===== src/rtl/prog_tie_bank.sv =====
// Serially loaded bank of programmable tie-off constants with shadow/commit transfer.
// Optional macro TIE_FAULT_INJ_EN adds a combinational stuck-at override on tie_o.
module prog_tie_bank #(
  parameter int                WIDTH     = 8,
  parameter logic [WIDTH-1:0]  RESET_VAL = '0,
  localparam int               CNT_W     = $clog2(WIDTH + 1)
) (
  input  logic             clk,
  input  logic             rst_n,
  input  logic             cfg_valid,
  input  logic             cfg_data,
  output logic             cfg_ready,
  input  logic             cfg_commit,
  output logic             cfg_so,
  output logic             busy,
  output logic             done,
`ifdef TIE_FAULT_INJ_EN
  input  logic             flt_en,
  input  logic [CNT_W-1:0] flt_idx,
  input  logic             flt_val,
`endif
  output logic [WIDTH-1:0] tie_o
);

  typedef enum logic [1:0] {
    S_IDLE  = 2'd0,
    S_SHIFT = 2'd1,
    S_FULL  = 2'd2,
    S_APPLY = 2'd3
  } state_t;

  state_t             r_state;
  state_t             w_state_nxt;
  logic [CNT_W-1:0]   r_cnt;
  logic [CNT_W-1:0]   w_cnt_inc;
  logic [WIDTH-1:0]   r_shadow;
  logic [WIDTH-1:0]   w_shadow_shift;
  logic [WIDTH-1:0]   r_tie;
  logic [WIDTH-1:0]   w_tie;
  logic               r_so;
  logic               r_done;
  logic               r_busy;
  logic               r_ready;
  logic               w_accept;

  assign w_accept  = cfg_valid & r_ready;
  assign w_cnt_inc = r_cnt + 1'b1;

  // New bits enter at the top so channel 0 (sent first) ends up in bit 0.
  generate
    if (WIDTH == 1) begin : g_shift_one
      assign w_shadow_shift = cfg_data;
    end else begin : g_shift_many
      assign w_shadow_shift = {cfg_data, r_shadow[WIDTH-1:1]};
    end
  endgenerate

  always_comb begin
    w_state_nxt = r_state;
    case (r_state)
      S_IDLE, S_SHIFT: begin
        if (w_accept) begin
          w_state_nxt = (w_cnt_inc == CNT_W'(WIDTH)) ? S_FULL : S_SHIFT;
        end
      end
      S_FULL: begin
        if (cfg_commit) w_state_nxt = S_APPLY;
      end
      S_APPLY: w_state_nxt = S_IDLE;
      default: w_state_nxt = S_IDLE;
    endcase
  end

  always_ff @(posedge clk or negedge rst_n) begin
    if (!rst_n) begin
      r_state  <= S_IDLE;
      r_cnt    <= '0;
      r_shadow <= '0;
      r_so     <= 1'b0;
      r_tie    <= RESET_VAL;
      r_done   <= 1'b0;
      r_busy   <= 1'b0;
      r_ready  <= 1'b1;
    end else begin
      r_state <= w_state_nxt;
      // Flag outputs are decoded from the next state so they are flops, not state decode.
      r_ready <= (w_state_nxt == S_IDLE) || (w_state_nxt == S_SHIFT);
      r_busy  <= (w_state_nxt != S_IDLE);
      r_done  <= (r_state == S_APPLY);
      if (w_accept) begin
        r_shadow <= w_shadow_shift;
        r_so     <= r_shadow[0];
        r_cnt    <= w_cnt_inc;
      end
      if (r_state == S_APPLY) begin
        r_tie <= r_shadow;
        r_cnt <= '0;
      end
    end
  end

  always_comb begin
    w_tie = r_tie;
`ifdef TIE_FAULT_INJ_EN
    for (int i = 0; i < WIDTH; i++) begin
      if (flt_en && (flt_idx == CNT_W'(i))) w_tie[i] = flt_val;
    end
`endif
  end

  assign cfg_ready = r_ready;
  assign cfg_so    = r_so;
  assign busy      = r_busy;
  assign done      = r_done;
  assign tie_o     = w_tie;

endmodule

===== config.mk =====
export PLATFORM = sky130hd
export DESIGN_NAME = prog_tie_bank
export DESIGN_NICKNAME = d
export VERILOG_FILES = /design/src/rtl/prog_tie_bank.sv
export SDC_FILE = /design/constraint.sdc
export NUM_CORES = 1
export LEC_CHECK = 0
export BUFFER_PORTS_ARGS = -buffer_cell sky130_fd_sc_hd__buf_2
export CORE_UTILIZATION = 48
export CTS_CLUSTER_DIAMETER = 120
export DETAILED_ROUTE_END_ITERATION = 10
export HOLD_SLACK_MARGIN = 0.15
export PLACE_DENSITY = 0.83
export RECOVER_POWER = 50
export SYNTH_ARGS = -nofsm -noshare
export SYNTH_HDL_FRONTEND = slang
export SYNTH_SLANG_ARGS = --single-unit

===== constraint.sdc =====
create_clock -name clk -period 1.15 [get_ports clk]
set_input_delay 0.23 -clock clk [delete_from_list [all_inputs] [get_ports clk]]
set_output_delay 0.23 -clock clk [all_outputs]
set_load 0.02 [all_outputs]

==> results of run 1 <==
[worst max-delay path by stage]
stage                   start           to  slack (ns)  cells after the start
floorplan           cfg_ready  r_shadow[1]       -0.07                      3
global placement    cfg_ready  r_shadow[1]       0.004                      3
detailed placement  cfg_ready  r_shadow[3]       -0.03                      3
CTS                 cfg_ready    cfg_ready       -0.16                      2
global route        cfg_ready    cfg_ready       -0.19                      2
finish              cfg_ready    cfg_ready       -0.16                      2
[sequential cells by signal, summed over array words and instances, names as in the netlist]
signal     cells
busy           1
tie_o          8
done           1
r_cnt          4
r_state        2
cfg_ready      1
r_shadow       8
cfg_so         1
[worst max-delay path, cell delays in order, from the launching register on]
cell and delay, ns:
dfstp_2 0.57, buf_6 0.09, buf_6 0.10
[routing by layer]
metal  vias to the layer above  track usage (%)  part of all wire (%)
li1                        345                -                     -
met1                       339             22.7                    44
met2                        19             29.6                    50
met3                         4             4.44                   3.9
met4                         0             10.0                   2.0
met5                         -                0                     0
[metrics by stage]
step	cells	hold slack (ns)	area [um^2]	setup TNS [ns]	utilization [%]
after floorplan	87	-0.0656	1030	-0.535	-
after global placement	135	0.242	1180	0	59.3
after detailed placement	135	0.258	1180	-0.217	59.3
after CTS	142	0.176	1280	-1.35	64.8
after global routing	144	0.177	1350	-2.17	68.2
final	144	0.178	1350	-1.61	68.2
[area by class of cell]
type                    instances  area share, %
clock buffers                   3           1.67
clock inverters                 1           2.22
inverters                       2          0.556
multi-input cells              57           29.5
flip-flops and latches         26           48.3
well taps                      27           2.50
repair buffers                 28           15.2
[power by group through the flow]
stage | logic [mW] | clock network (mW) | registers [mW]
after detailed placement | 0.934 | 0 | 1.52
after global routing | 1.23 | 0.658 | 1.57
after CTS | 0.986 | 0.630 | 1.50
after global placement | 0.890 | 0 | 1.49
after floorplan | 0.461 | 0 | 1.65
final | 1.11 | 0.621 | 1.53
[kinds of logic (layout without fill, tap and decap cells)]
logic type | count (synthesis) | in the layout
multiplexers | 9 | 9
adder cells (fa/ha/maj) | 1 | 1
AND/OR/NAND/NOR | 35 | 35
XOR/XNOR | 3 | 3
buffers and inverters | 4 | 34
AO/OA/AOI/OAI | 9 | 9
flip-flops | 26 | 26
[what timing repair did]
| item | in CTS | in global routing |
|---|---|---|
| pin swaps | 4 | 1 |
| buffers inserted | 1 | 2 |
| setup endpoints to repair | 14 | 21 |
| resized for setup | 8 | 13 |
| hold endpoints to repair | 26 | 0 |
| gates cloned | 0 | 0 |
| hold buffers | 2 | 0 |
[cells in the final DEF, fill, tap and decap left out, types with 2 or more instances in the layout]
master	count
buf_2	11
nand2_1	25
mux2_2	9
clkbuf_4	3
xor2_2	2
dlygate4sd3_1	2
inv_1	2
buf_6	6
dfrtp_1	24
clkbuf_2	2
a21oi_1	4
nor2_1	2
a21oi_2	2
buf_4	7
==> run_results.csv, run 1 <==
group,metric,value,unit
timing,clock.fmax,764,MHz
setup_path,crit_path_end_kind,"primary output",
logic_synthesis,yosys.area_share.adder,1.22,%
grt,grt_pass1_vias,631,
timing,setup_viol,15,
floorplanning,die_area,2330,um^2
floorplanning,io_pins,17,
timing,maxSlewHeadroom,59.3,%
power,combinationalPowerShare,34.1,%
power,swShare,33.6,%
logic_synthesis,yosysSeqAreaShare,63.4,%
floorplanning,die_x,48.3,um
timing,skew,0.00396,ns
logic_synthesis,synth_area,1030,um^2
power,peakVddDrop,1.48,mV
floorplanning,rows,16,
layout,layout-drive-gt1-share,43.6,%
setup_path,crit_arrival,1.08,ns
layout,fillCellCount,152,
setup_path,crit_type,"reg2out",
outcome,status,"complete, but fails checks",
layout,regArea,653,um^2
clock_network,root_buffer,"clkbuf_4",
setup_path,reg2reg_to,"r_shadow[5]",
grt,overflow,0,
outcome,violations,"setup timing",
logic_synthesis,synth_mux_area_share,9.85,%
logic_synthesis,syn_avg_cell_area,11.8,um^2
placement,gp_congestion,0.742,
logic_synthesis,synth_simple_gate_area_share,15.5,%
layout,final_nets,124,
route,vias,707,
timing,period_needed,1.31,ns
logic_synthesis,synth_top_family_by_area,"simple AND/OR/NAND/NOR gates",
timing,period_share,114,%
timing,rsz0062_at_grt,"yes",
logic_synthesis,synthTopCellsByCount,"dfrtp_1, nand2_1, mux2_2",
placement,portBuffers,16,
route,drc_errors,0,
grt,grt_max_degree,27,
power,power_frac_seq,46.8,%
layout,multiInputGateArea,399,um^2
logic_synthesis,synth_xor_area_share,2.55,%
timing,setup_ws,-0.158,ns
logic_synthesis,synth_warnings,0,
flow_run,drv_cap,0,
grt,grt_pass1_wl,2770,um
clock_network,h-tree-depth,1,
route,firstDrtPassIters,4,
setup_path,r2r_slack,-0.14,ns
timing,hold_viol,0,
setup_path,worstPathMaxFanout,2,
logic_synthesis,synth.area.top_cells,"dfrtp_1, mux2_2, nand2_1",
placement,pre_cts_slack,-0.0345,ns
grt,grt_antenna_before_repair,0,
logic_synthesis,synthArstFlopShare,100,%
logic_synthesis,ys_ff_latch,26,
clock_network,cts_tree,"done",
clock_network,clkTransAtPathRegs,0.14,ns
floorplanning,die_height,48.3,um
min_path,hold_end,"r_state[0]",
grt,grt_usage,18.4,%
min_path,hold_path_depth,3,
setup_path,startpoint_type,"flip-flop",
power,switchingPower,1.10,mW
setup_path,cp.required,0.92,ns
route,routedWlPerCell,12.7,um
logic_synthesis,synth_cell_type_count,21,
setup_path,rr_worst_depth,4,
timing,worst_pin_slew,0.610,ns
logic_synthesis,syn_nets,93,
route,drt_iter0_markers,11,
logic_synthesis,syn_inst,87,
power,finalPower,3.26,mW
route,drt_wl_total,1820,um
route,ant_nets,0,
layout,areaGrowthSynthToFinish,31.4,%
clock_network,clockBufferDepth,2,
layout,n_antenna_cell,0,
logic_synthesis,synth.top_cell.area_share,60.8,%
logic_synthesis,synth-compound-area-share,4.99,%
route,avgViaCountPerCell,4.91,
logic_synthesis,ys.flop_type,"dfrtp_1",
clock_network,cts-buffers-inserted,3,
power,p_per_area,2410,nW/um^2
power,p_int,2.16,mW
setup_path,r2r-start,"cfg_ready",
logic_synthesis,synth_area_leader_cell,"dfrtp_1",
placement,dpl.hpwl,1280,um
floorplanning,core_area,1980,um^2
clock_network,clkSinkCount,26,
min_path,hold_start,"cfg_commit",
power,leakagePower,0.657,nW
power,clkPwrFrac,19.1,%
min_path,hold_class,"in2reg",
logic_synthesis,synth_edf_count,0,
timing,slew_violations,0,
clock_network,clk-insertion-delay-late,0.32,ns
floorplanning,initial_core_util,51.9,%
(Power assumes the default switching activity.)
==> run 2: changes to the inputs <==
--- a/config.mk
+++ b/config.mk
@@ -12,6 +12,7 @@
 export HOLD_SLACK_MARGIN = 0.15
 export PLACE_DENSITY = 0.83
 export RECOVER_POWER = 50
+export SETUP_SLACK_MARGIN = 0.15
 export SYNTH_ARGS = -nofsm -noshare
 export SYNTH_HDL_FRONTEND = slang
 export SYNTH_SLANG_ARGS = --single-unit
==> run 2 against run 1 <==
  * The flow still finishes with violations (setup timing)
  * Die area stayed put
  * Fmax barely moved
  * Final cell count down 0.69%
  * Clock power is 28% lower
  * Via count stayed put
  * Global-route usage grew 1.3 points
  * Register-to-register slack got worse by 0.02 ns
  * Clock skew is 0.0031 ns lower
  * Non-clock buffer count down 1
  * Sequential cell count is the same
  * Critical endpoint is now r_cnt[3]
  * Largest cell class unchanged
  * Core utilization up 1.8 points
==> run_results.csv, run 2 (same netlist as run 1, synthesis figures left out) <==
group,metric,value,unit
clock_network,clk-insertion-delay-late,0.31,ns
layout,n_antenna_cell,0,
outcome,violations,"setup timing",
route,drt_iter0_markers,8,
timing,tns,-1.93,ns
clock_network,clkSinkCount,26,
placement,portBuffers,16,
route,firstDrtPassIters,4,
route,wl_met2,972,um
timing,hold_viol,0,
grt,grt_pass1_wl,2970,um
layout,fillCellCount,151,
timing,skew,0.000817,ns
grt,grt_pass1_vias,647,
setup_path,crit_type,"reg2reg",
timing,period_needed,1.31,ns
setup_path,worstPathMaxFanout,3,
clock_network,root_buffer,"clkbuf_4",
floorplanning,die_x,48.3,um
timing,maxSlewHeadroom,57.8,%
route,met3_length,51,um
route,avgViaCountPerCell,4.94,
timing,slew_violations,0,
outcome,status,"complete, but fails checks",
clock_network,clkTransAtPathRegs,0.13,ns
floorplanning,core_area,1980,um^2
min_path,hold_class,"in2reg",
route,routedWlPerCell,13.5,um
timing,setup_ws,-0.159,ns
route,drc_errors,0,
route,ant_nets,0,
timing,period_share,114,%
setup_path,cp.required,1.40,ns
grt,overflow,0,
timing,clock.fmax,764,MHz
placement,gp_congestion,0.743,
layout,final_nets,123,
layout,final_common_cell,"nand2_1",
grt,grt_max_degree,27,
clock_network,cts-buffers-inserted,3,
layout,areaGrowthSynthToFinish,34.9,%
layout,layoutNonFillerInstCount,143,
route,vias,707,
clock_network,h-tree-depth,1,
floorplanning,die_height,48.3,um
power,leakagePower,0.656,nW
layout,layout_common_cells,"nand2_1, dfrtp_1, buf_6",
timing,setup_viol,16,
placement,dpl.hpwl,1230,um
timing,rsz0062_at_grt,"yes",
route,drt_wl_total,1930,um
grt,grt_usage,19.7,%
setup_path,crit_path_end_kind,"flip-flop",
floorplanning,die_area,2330,um^2
setup_path,startpoint_type,"flip-flop",
route,wl_met1,882,um
clock_network,clockBufferDepth,2,
placement,dp_cells,132,
layout,layout-drive-gt1-share,44.8,%
route,top_layer,"met4",
power,p_per_area,2350,nW/um^2
floorplanning,initial_core_util,51.9,%
flow_run,drv_cap,0,
setup_path,crit_arrival,1.56,ns
grt,grt_antenna_before_repair,0,
floorplanning,io_pins,17,
power,peakVddDrop,1.39,mV
timing,worst_pin_slew,0.634,ns
clock_network,cts_tree,"done",
floorplanning,rows,16,
[run 2: cell types whose count changed in the layout (fill, tap and decap cells not counted), moves of 2 or more]
cell	previous run	this run
buf_6	6	14
buf_2	11	3
xor2_2	2	0
xor2_1	0	2
a21oi_1	4	2
a21oi_2	2	4
[run 2: final cells by class]
type | count | area (um^2) | area share (%)
flip-flops and latches | 26 | 653 | 47.1
multi-input cells | 57 | 392 | 28.2
repair buffers | 27 | 263 | 18.9
clock buffers | 4 | 36.3 | 2.61
well taps | 27 | 33.8 | 2.43
inverters | 2 | 10.0 | 0.721
[run 2: timing repair]
item | 4_1_cts | 5_1_grt
setup buffers | 4 | 1
endpoints found under the setup margin | 28 | 37
pin swaps | 4 | 2
endpoints found under the hold margin | 26 | 0
resized for setup | 31 | 8
hold buffers | 2 | 0
[run 2: power by group]
part	switching [mW]	total, mW	internal (mW)
Combinational	0.587	1.28	0.694
Sequential	0.280	1.54	1.26
Clock	0.252	0.446	0.194
[run 2: critical path, stage by stage, from the launching register on]
cell     delay (ns)
dfstp_2        0.57
buf_4          0.14
nand2_2        0.09
or3_4          0.34
a21oi_2        0.12
[run 2: per-stage QoR]
step / util (%) / power (mW) / setup slack (ns) / cell area [um^2] / hold slack, ns
after global placement: 58.8 / 2.38 / 0.00493 / 1170 / 0.242
after global routing: 70.0 / 3.48 / -0.216 / 1390 / 0.179
final: 70.0 / 3.27 / -0.159 / 1390 / 0.192
after floorplan: - / 2.11 / -0.0690 / 1030 / -0.0656
after CTS: 68.4 / 3.24 / -0.159 / 1360 / 0.189
after detailed placement: 58.8 / 2.45 / -0.0137 / 1170 / 0.250
[run 2: worst paths after layout]
path                             start          to  slack (ns)  depth (start not counted)
max                          cfg_ready    r_cnt[3]       -0.16                          4
min                         cfg_commit  r_state[0]        0.19                          3
max reg2reg                  cfg_ready    r_cnt[3]       -0.16                          4
min reg2reg                r_shadow[7]    tie_o[7]        0.51                          2
max in group asynchronous        rst_n  r_state[1]        0.26                          2
min in group asynchronous        rst_n        busy        0.45                          2
[run 2: routing by layer]
| layer | GRT usage, % | vias to the layer above |
|---|---|---|
| met2 | 31.2 | 14 |
| met3 | 4.44 | 2 |
| li1 | - | 345 |
| met5 | 0 | - |
| met1 | 26.0 | 346 |
| met4 | 8.33 | 0 |
